File: config.mk
export PLATFORM = sky130hd
export DESIGN_NAME = hasti_interconnect
export DESIGN_NICKNAME = d
export VERILOG_FILES = /design/src/rtl/pk_hasti.sv /design/src/rtl/pk_hasti_map.sv /design/src/rtl/hasti_default_slave.sv /design/src/rtl/hasti_interconnect.sv
export SDC_FILE = /design/constraint.sdc
export NUM_CORES = 1
export LEC_CHECK = 0
export CORE_MARGIN = 4
export CORE_UTILIZATION = 25
export DETAILED_ROUTE_END_ITERATION = 10
export PLACE_DENSITY = 0.88
export SLEW_MARGIN = 0
export SYNTH_ARGS = -nofsm -noshare
export SYNTH_HDL_FRONTEND = slang
export SYNTH_SLANG_ARGS = --single-unit
File: constraint.sdc
create_clock -name hclk -period 3.8 [get_ports hclk]
set_clock_uncertainty 0.15 [all_clocks]
set_input_delay 0.76 -clock hclk [delete_from_list [all_inputs] [get_ports hclk]]
set_output_delay 0.76 -clock hclk [all_outputs]
set_load 0.05 [all_outputs]
File: src/rtl/pk_hasti.sv
// pk_hasti: shared HASTI (AHB-Lite) bus encodings used by the vscale bus
// fabric -- transfer types on htrans and the single-bit hresp codes.
package pk_hasti;

  localparam logic [1:0] IDLE   = 2'b00;
  localparam logic [1:0] BUSY   = 2'b01;
  localparam logic [1:0] NONSEQ = 2'b10;
  localparam logic [1:0] SEQ    = 2'b11;

  localparam logic OKAY  = 1'b0;
  localparam logic ERROR = 1'b1;

endpackage

File: src/rtl/pk_hasti_map.sv
// pk_hasti_map: system address map for the HASTI interconnect.
//   slot 0 : ROM  0x0000_0000 .. 0x0000_0FFF
//   slot 1 : RAM  0x1000_0000 .. 0x1000_FFFF
//   slot 2 : I/O  0x2000_0000 .. 0x2000_0FFF
// Also holds the default-slave state type.
package pk_hasti_map;

  localparam int N_SLAVES = 3;

  // Packed [slot][32]; slot 0 is the rightmost element.
  localparam logic [N_SLAVES-1:0][31:0] SLAVE_BASE = {
    32'h2000_0000,
    32'h1000_0000,
    32'h0000_0000
  };

  localparam logic [N_SLAVES-1:0][31:0] SLAVE_MASK = {
    32'hFFFF_F000,
    32'hFFFF_0000,
    32'hFFFF_F000
  };

  typedef enum logic [1:0] {
    D_IDLE = 2'd0,
    D_ERR1 = 2'd1,
    D_ERR2 = 2'd2
  } dflt_state_e;

endpackage

File: src/rtl/hasti_default_slave.sv
// hasti_default_slave: responder for addresses that hit no mapped slave.
// Active transfers get the AHB two-cycle ERROR response; IDLE/BUSY get a
// zero-wait OKAY. Read data is always zero.
//
//   state  | meaning
//   -------+-------------------------------------------------------
//   D_IDLE | no error in progress; ready=1, OKAY
//   D_ERR1 | first error cycle; ready=0, ERROR (master may cancel)
//   D_ERR2 | second error cycle; ready=1, ERROR
//
// Ports:
//   hclk, hreset      bus clock, synchronous active-high reset
//   hsel              address phase targets the default slave
//   htrans            master transfer type
//   hready            bus-wide ready (address phase is valid when 1)
//   hreadyout, hresp  response to the data-phase mux
//   hrdata            read data (constant zero)
module hasti_default_slave
  import pk_hasti::*;
  import pk_hasti_map::*;
(
  input  logic        hclk,
  input  logic        hreset,
  input  logic        hsel,
  input  logic [1:0]  htrans,
  input  logic        hready,
  output logic        hreadyout,
  output logic        hresp,
  output logic [31:0] hrdata
);

  dflt_state_e state_q, state_d;
  logic        err_req;

  // A new error is started only by an accepted active transfer.
  assign err_req = hsel && hready && ((htrans == NONSEQ) || (htrans == SEQ));

  always_ff @(posedge hclk) begin
    if (hreset) state_q <= D_IDLE;
    else        state_q <= state_d;
  end

  always_comb begin
    state_d   = state_q;
    hreadyout = 1'b1;
    hresp     = OKAY;
    unique case (state_q)
      D_IDLE: begin
        if (err_req) state_d = D_ERR1;
      end
      D_ERR1: begin
        hreadyout = 1'b0;
        hresp     = ERROR;
        state_d   = D_ERR2;
      end
      D_ERR2: begin
        hresp   = ERROR;
        state_d = err_req ? D_ERR1 : D_IDLE;
      end
      default: state_d = D_IDLE;
    endcase
  end

  assign hrdata = 32'h0;

endmodule

File: src/rtl/hasti_interconnect.sv
// hasti_interconnect: single-master, N-slave HASTI interconnect.
// Decodes the address phase into a one-hot s_hsel, registers the chosen
// slave index into the data phase (dsel) and muxes the slave responses
// back to the master. Unmapped addresses go to hasti_default_slave.
//
// Ports:
//   hclk, hreset   bus clock, synchronous active-high reset
//   m_haddr        master address
//   m_htrans       master transfer type
//   m_hrdata       muxed read data
//   m_hready       muxed ready, also the bus-wide hready for all slaves
//   m_hresp        muxed response
//   s_hsel         one-hot address-phase slave select
//   s_hrdata       per-slave read data
//   s_hreadyout    per-slave ready
//   s_hresp        per-slave response
module hasti_interconnect
  import pk_hasti::*;
#(
  parameter int                          N_SLAVES = pk_hasti_map::N_SLAVES,
  parameter logic [N_SLAVES-1:0][31:0]   BASE     = pk_hasti_map::SLAVE_BASE,
  parameter logic [N_SLAVES-1:0][31:0]   MASK     = pk_hasti_map::SLAVE_MASK
) (
  input  logic                         hclk,
  input  logic                         hreset,
  input  logic [31:0]                  m_haddr,
  input  logic [1:0]                   m_htrans,
  output logic [31:0]                  m_hrdata,
  output logic                         m_hready,
  output logic                         m_hresp,
  output logic [N_SLAVES-1:0]          s_hsel,
  input  logic [N_SLAVES-1:0][31:0]    s_hrdata,
  input  logic [N_SLAVES-1:0]          s_hreadyout,
  input  logic [N_SLAVES-1:0]          s_hresp
);

  localparam int             DW       = $clog2(N_SLAVES + 1);
  localparam logic [DW-1:0]  DSEL_DEF = DW'(N_SLAVES);

  logic [DW-1:0] dec_idx;
  logic [DW-1:0] dsel_q, dsel_d;
  logic          unmapped;

  logic          def_hreadyout;
  logic          def_hresp;
  logic [31:0]   def_hrdata;

  // Scan from the top down so the lowest matching index ends up winning.
  always_comb begin
    dec_idx = DSEL_DEF;
    for (int i = N_SLAVES - 1; i >= 0; i--) begin
      if ((m_haddr & MASK[i]) == BASE[i]) dec_idx = DW'(i);
    end
  end

  assign unmapped = (dec_idx == DSEL_DEF);

  always_comb begin
    s_hsel = '0;
    for (int i = 0; i < N_SLAVES; i++) begin
      s_hsel[i] = (dec_idx == DW'(i));
    end
  end

  // Data-phase owner advances only when the current data phase completes.
  assign dsel_d = m_hready ? dec_idx : dsel_q;

  always_ff @(posedge hclk) begin
    if (hreset) dsel_q <= DSEL_DEF;
    else        dsel_q <= dsel_d;
  end

  always_comb begin
    m_hrdata = def_hrdata;
    m_hready = def_hreadyout;
    m_hresp  = def_hresp;
    for (int i = 0; i < N_SLAVES; i++) begin
      if (dsel_q == DW'(i)) begin
        m_hrdata = s_hrdata[i];
        m_hready = s_hreadyout[i];
        m_hresp  = s_hresp[i];
      end
    end
  end

  hasti_default_slave u_default_slave (
    .hclk      (hclk),
    .hreset    (hreset),
    .hsel      (unmapped),
    .htrans    (m_htrans),
    .hready    (m_hready),
    .hreadyout (def_hreadyout),
    .hresp     (def_hresp),
    .hrdata    (def_hrdata)
  );

endmodule
==> summary.txt, run 1 <==
NetSw = 0.000329 W
Fmax = 300 MHz
Vias/cell = 4.95
Post-route DRC = 0
leading area contributor after synthesis = mux2i_1
Post-Syn Area per Cell = 7.01 um^2
H-tree depth = 1
Clock Path Buffers = 2
DR iter-0 viols = 65
DP HPWL = 5310 um
CP max FO = 4
Synth Warn # = 0
gpl congestion = 0.753
num ports = 175
RSZ-0062 raised after global routing = false
status = finished clean
mapped cell area = 0.00112 mm^2
PortBufs = 161
Setup violations, final = 0
Comb power frac = 0.809
multi-input logic area = 960 um^2
Critical Path Start Type = input pin
Starting Density = 0.257
fin worst setup slack = 0.466 ns
full die area = 0.00562 mm^2
WP data arrival = 2.42 ns
commonest non-fill, non-tap cell in the layout = clkdlybuf4s50_1
post-CTS resize count = 0
Tcrit/Tclk final = 0.877
maximum vdd drop = 0.000250 V
register area = 81.3 um^2
CTS Buf Count = 3
global-route wire length before repair = 8570 um
top-area cell type share of the netlist area = 0.313
Die Width = 75.0 um
required time worst endpoint = 2.89 ns
post-placement setup slack = 0.469 ns
Worst Max-Slew Pin Slew = 0.575 ns
share of post-route cells with drive strength above 1 = 0.162
CTS Root Cell = clkbuf_8
Core Area = 0.00435 mm^2
drt pass-1 iters = 4
pins over their slew limit = 0
fin nets = 459
Reg power frac = 0.075
crit path kind = in2out
Filler Cell Count = 321
vias in the first global route = 1784
kind of end point of the critical path = output pin
Setup Buffers After CTS = 0
Worst-path clk slew = 0.03 ns
Tot GR Track Use = 0.196
Clock Latency Late Sink = 0.22 ns
Leak = 1.38 nW
post-route ant nets = 0
row cnt = 24
Post-Synthesis Cells = 160
HP Class = reg2reg
Clock power frac = 0.116
largest net degree at the start of global routing = 35
Hold-fix buffers, CTS = 0
Net Sw Frac = 0.425
CTS tree = yes
n_diodes = 0
post-synthesis cell type count = 28
relative slew slack = 0.617
Die Span Y = 75.0 um
DR WL/cell = 16.8 um
Power Density = 246 mW/mm^2
Seq/Total Area, Yosys = 0.0714
fin crit period = 3.33 ns
number of max-cap violations = 0
syn_nets = 302
final wirelength = 6160 um
Final Hold Fails = 0
commonest non-fill, non-tap cells in the layout = clkdlybuf4s50_1 (126), mux2i_1 (35), nand2_1 (34), buf_12 (34), o21ai_1 (33)
Synth area leaders = mux2i_1 (31%), o21ai_1 (15%), nand2_1 (11%)
GRT Residual Overflow = 0
total clock sinks = 4
initial antenna violation count = 0
Pint = 0.000444 W
sum of negative setup slack = 0 ns
Yosys reg bits = 4
vias post-DR = 1817
synthesis-to-finish area growth = 180%
-- Yosys cell counts --
master / count
mux2i_1: 35
nand2_1: 34
o21ai_1: 33
buf_2: 7
inv_1: 6
clkbuf_1: 4
dfxtp_1: 4
ha_1: 4
nor2_1: 4
nor3b_1: 3
nor4_2: 3
and2_1: 2
mux4_2: 2
nand2b_1: 2
nand4_1: 2
nor2b_1: 2
o21ai_0: 2
a211oi_2: 1
a21oi_1: 1
a2bb2o_1: 1
buf_6: 1
nor2_2: 1
nor3b_2: 1
nor4_1: 1
nor4b_1: 1
o21bai_1: 1
o22ai_1: 1
o32ai_1: 1
-- routing by layer --
metal | up-vias | GRT usage | part of all wire
met1 | 832 | 0.201 | 0.34
met2 | 91 | 0.389 | 0.55
met5 | - | 0 | 0
met4 | 0 | 0.0395 | 0.017
li1 | 881 | - | -
met3 | 13 | 0.0547 | 0.10
-- cell type report --
| class | count | share of cell area |
|---|---|---|
| Timing Repair Buffer | 164 | 0.628 |
| Multi-Input combinational cell | 138 | 0.305 |
| Sequential cell | 4 | 0.0259 |
| Tap cell | 52 | 0.0207 |
| Clock buffer | 3 | 0.0131 |
| Inverter | 6 | 0.00717 |
-- worst max-delay path: stages --
cell and delay [ns]:
clkdlybuf4s50_1 0.41, nor4_2 0.35, nand4_1 0.25, nor3b_2 0.30, and2_1 0.21, buf_12 0.14
-- worst paths after layout --
check / startpoint / end / slack (ns) / cells after the start
max: m_haddr[27] / s_hsel[2] / 0.47 / 6
min: u_default_slave.state_q[1] / u_default_slave.state_q[1] / 0.37 / 2
max reg2reg: dsel_q[0] / u_default_slave.state_q[1] / 1.70 / 5
min reg2reg: u_default_slave.state_q[1] / u_default_slave.state_q[1] / 0.37 / 2
-- kinds of logic (layout without fill, tap and decap cells) --
kind of cell	count (synthesis)	count (layout)	share of synthesized area
buffers and inverters	18	173	0.0748
multiplexers	37	37	0.353
AND/OR/NAND/NOR	56	56	0.256
AO/OA/AOI/OAI	41	41	0.201
adder cells (fa/ha/maj)	4	4	0.0446
flip-flops	4	4	0.0714
-- power groups by stage --
stage / Clock, W / Sequential, W / Combinational [W]
CTS: 0.0000914 / 0.0000577 / 0.000629
finish: 0.0000897 / 0.0000576 / 0.000625
global placement: 0 / 0.0000581 / 0.000615
floorplan: 0 / 0.0000543 / 0.000316
detailed placement: 0 / 0.0000583 / 0.000625
global route: 0.0000942 / 0.0000586 / 0.000659
-- through the flow --
step / total power, W / hold slack, ns / std cells / cell area, um^2 / util
final: 0.000772 / 0.371 / 367 / 3140 / 0.722
after global routing: 0.000811 / 0.414 / 367 / 3140 / 0.722
after CTS: 0.000778 / 0.377 / 367 / 3140 / 0.722
after detailed placement: 0.000684 / 0.368 / 364 / 3100 / 0.712
after global placement: 0.000673 / 0.353 / 364 / 3100 / 0.712
after floorplan: 0.000370 / 0.334 / 160 / 1120 / -
-- flip-flops by register name, summed over array words and instances (netlist names) --
| name | cells |
|---|---|
| u_default_slave.state_q | 2 |
| dsel_q | 2 |
(Power assumes the default switching activity.)
==> run 2, diff against run 1 <==
--- a/config.mk
+++ b/config.mk
@@ -5,6 +5,7 @@
 export SDC_FILE = /design/constraint.sdc
 export NUM_CORES = 1
 export LEC_CHECK = 0
+export CORE_ASPECT_RATIO = 1.1
 export CORE_MARGIN = 4
 export CORE_UTILIZATION = 25
 export DETAILED_ROUTE_END_ITERATION = 10
==> summary.txt, run 2 (same netlist as run 1, synthesis figures left out) <==
Tcrit/Tclk final = 0.878 (about the same)
fin nets = 460 (+0.22%)
Worst-path clk slew = 0.03 ns (about the same)
DR WL/cell = 15.8 um (-6.2%)
commonest non-fill, non-tap cells in the layout = clkdlybuf4s50_1 (126), mux2i_1 (35), buf_12 (35), nand2_1 (34), o21ai_1 (33)
status = finished clean
post-route ant nets = 0 (unchanged)
relative slew slack = 0.626 (+0.00858)
Worst Max-Slew Pin Slew = 0.562 ns (-0.0129 ns)
gpl congestion = 0.763 (+1.4%)
Post-route DRC = 0 (unchanged)
GRT Residual Overflow = 0 (unchanged)
final core utilization = 0.733 (+0.0115)
CTS Root Cell = clkbuf_8
commonest non-fill, non-tap cell in the layout = clkdlybuf4s50_1
Clock Latency Late Sink = 0.22 ns (about the same)
required time worst endpoint = 2.89 ns (about the same)
n_diodes = 0 (unchanged)
Power Density = 242 mW/mm^2 (-1.4%)
Die Width = 71.9 um (-4.2%)
vias in the first global route = 1816 (+1.8%)
maximum vdd drop = 0.000325 V (+30%)
DR iter-0 viols = 56 (-14%)
drt pass-1 iters = 4 (unchanged)
DP HPWL = 5140 um (-3.1%)
pins over their slew limit = 0 (unchanged)
Worst Hold End = u_default_slave.state_q[1]
Fin Hold WS = 0.372 ns (+0.00150 ns)
sum of negative setup slack = 0 ns (unchanged)
crit path kind = in2out
PortBufs = 161 (unchanged)
HP Class = reg2reg
num ports = 175 (unchanged)
post-CTS resize count = 0 (unchanged)
Setup Buffers After CTS = 0 (unchanged)
reg2reg setup slack = 1.71 ns (about the same)
RSZ-0062 raised after global routing = false
worst r2r dst = u_default_slave.state_q[1]
CTS Buf Count = 3 (unchanged)
Core Area = 0.00432 mm^2 (-0.86%)
Starting Density = 0.260 (+0.00224)
initial antenna violation count = 0 (unchanged)
fin crit period = 3.34 ns (+0.00291 ns)
Vias/cell = 4.81 (-2.8%)
share of post-route cells with drive strength above 1 = 0.165 (+0.00265)
total clock sinks = 4 (unchanged)
Setup violations, final = 0 (unchanged)
Critical Path Start Type = input pin
Leak = 1.38 nW (+0.50%)
synthesis-to-finish area growth = 182%
Clock Path Buffers = 2 (unchanged)
CP max FO = 3 (-1)
kind of end point of the critical path = output pin
Final Hold Fails = 0 (unchanged)
largest net degree at the start of global routing = 35 (unchanged)
WP data arrival = 2.43 ns (about the same)
Die Span Y = 78.2 um (+4.4%)
row cnt = 25 (+4.2%)
H-tree depth = 1 (unchanged)
number of max-cap violations = 0 (unchanged)
final design instance area without fill = 0.00316 mm^2 (+0.72%)
Tot GR Track Use = 0.192 (-0.00366)
Fmax = 300 MHz (about the same)
top flop regs = dsel_q (2), u_default_slave.state_q (2)
RR Startpoint = dsel_q[0]
full die area = 0.00562 mm^2 (about the same)
hold path depth = 2 (unchanged)
final wirelength = 5830 um (-5.4%)
Hold-fix buffers, CTS = 0 (unchanged)
CTS tree = yes
vias post-DR = 1780 (-2.0%)
min-delay src = u_default_slave.state_q[1]
Post-DP Area = 0.00312 mm^2 (+0.73%)
global-route wire length before repair = 8510 um (-0.64%)
worst reg-to-reg path cell count = 5 (unchanged)
[run 2: cell count changes in the layout (fill, tap and decap cells not counted)]
cell | previous run | this run
buf_12 | 34 | 35
[run 2: cell type report]
type | count | area [um^2]
Clock buffer | 3 | 41.3
Inverter | 6 | 22.5
Sequential cell | 4 | 81.3
Timing Repair Buffer | 165 | 1990
Multi-Input combinational cell | 138 | 960
Tap cell | 54 | 67.6
Fill cell | 321 | 1150
[run 2: how the worst max path moves through the flow]
stage	startpoint	end	slack (ns)
floorplan	m_haddr[17]	s_hsel[1]	0.44
global placement	s_hreadyout[1]	m_hready	0.47
detailed placement	s_hreadyout[2]	m_hready	0.45
CTS	s_hreadyout[2]	m_hready	0.45
global route	m_haddr[20]	s_hsel[0]	0.37
finish	s_hreadyout[0]	m_hready	0.46
[run 2: power by group]
part | internal, W | leakage (nW) | switching [W] | total [W]
logic | 0.000327 | 1.33 | 0.000295 | 0.000621
registers | 0.0000490 | 0.0323 | 0.00000834 | 0.0000574
clock network | 0.0000674 | 0.0216 | 0.0000206 | 0.0000880
total | 0.000443 | 1.38 | 0.000324 | 0.000767
[run 2: worst max-delay path, stage by stage]
cell,delay [ns]
clkdlybuf4s50_1,0.44
mux4_2,0.50
clkdlybuf4s50_1,0.73
[run 2: through the flow]
| stage | worst slack [ns] | cells | power, W |
|---|---|---|---|
| floorplan | 0.435 | 160 | 0.000370 |
| global placement | 0.466 | 367 | 0.000672 |
| detailed placement | 0.451 | 367 | 0.000684 |
| CTS | 0.451 | 370 | 0.000777 |
| global route | 0.370 | 370 | 0.000807 |
| finish | 0.463 | 370 | 0.000767 |
[run 2: per-layer routing]
metal  up-vias  GRT usage  wire (um)
met1       790      0.164       1820
met5         -          0          0
met4         0     0.0545        132
met2        92      0.399       3270
li1        886          -          -
met3        12     0.0691        610
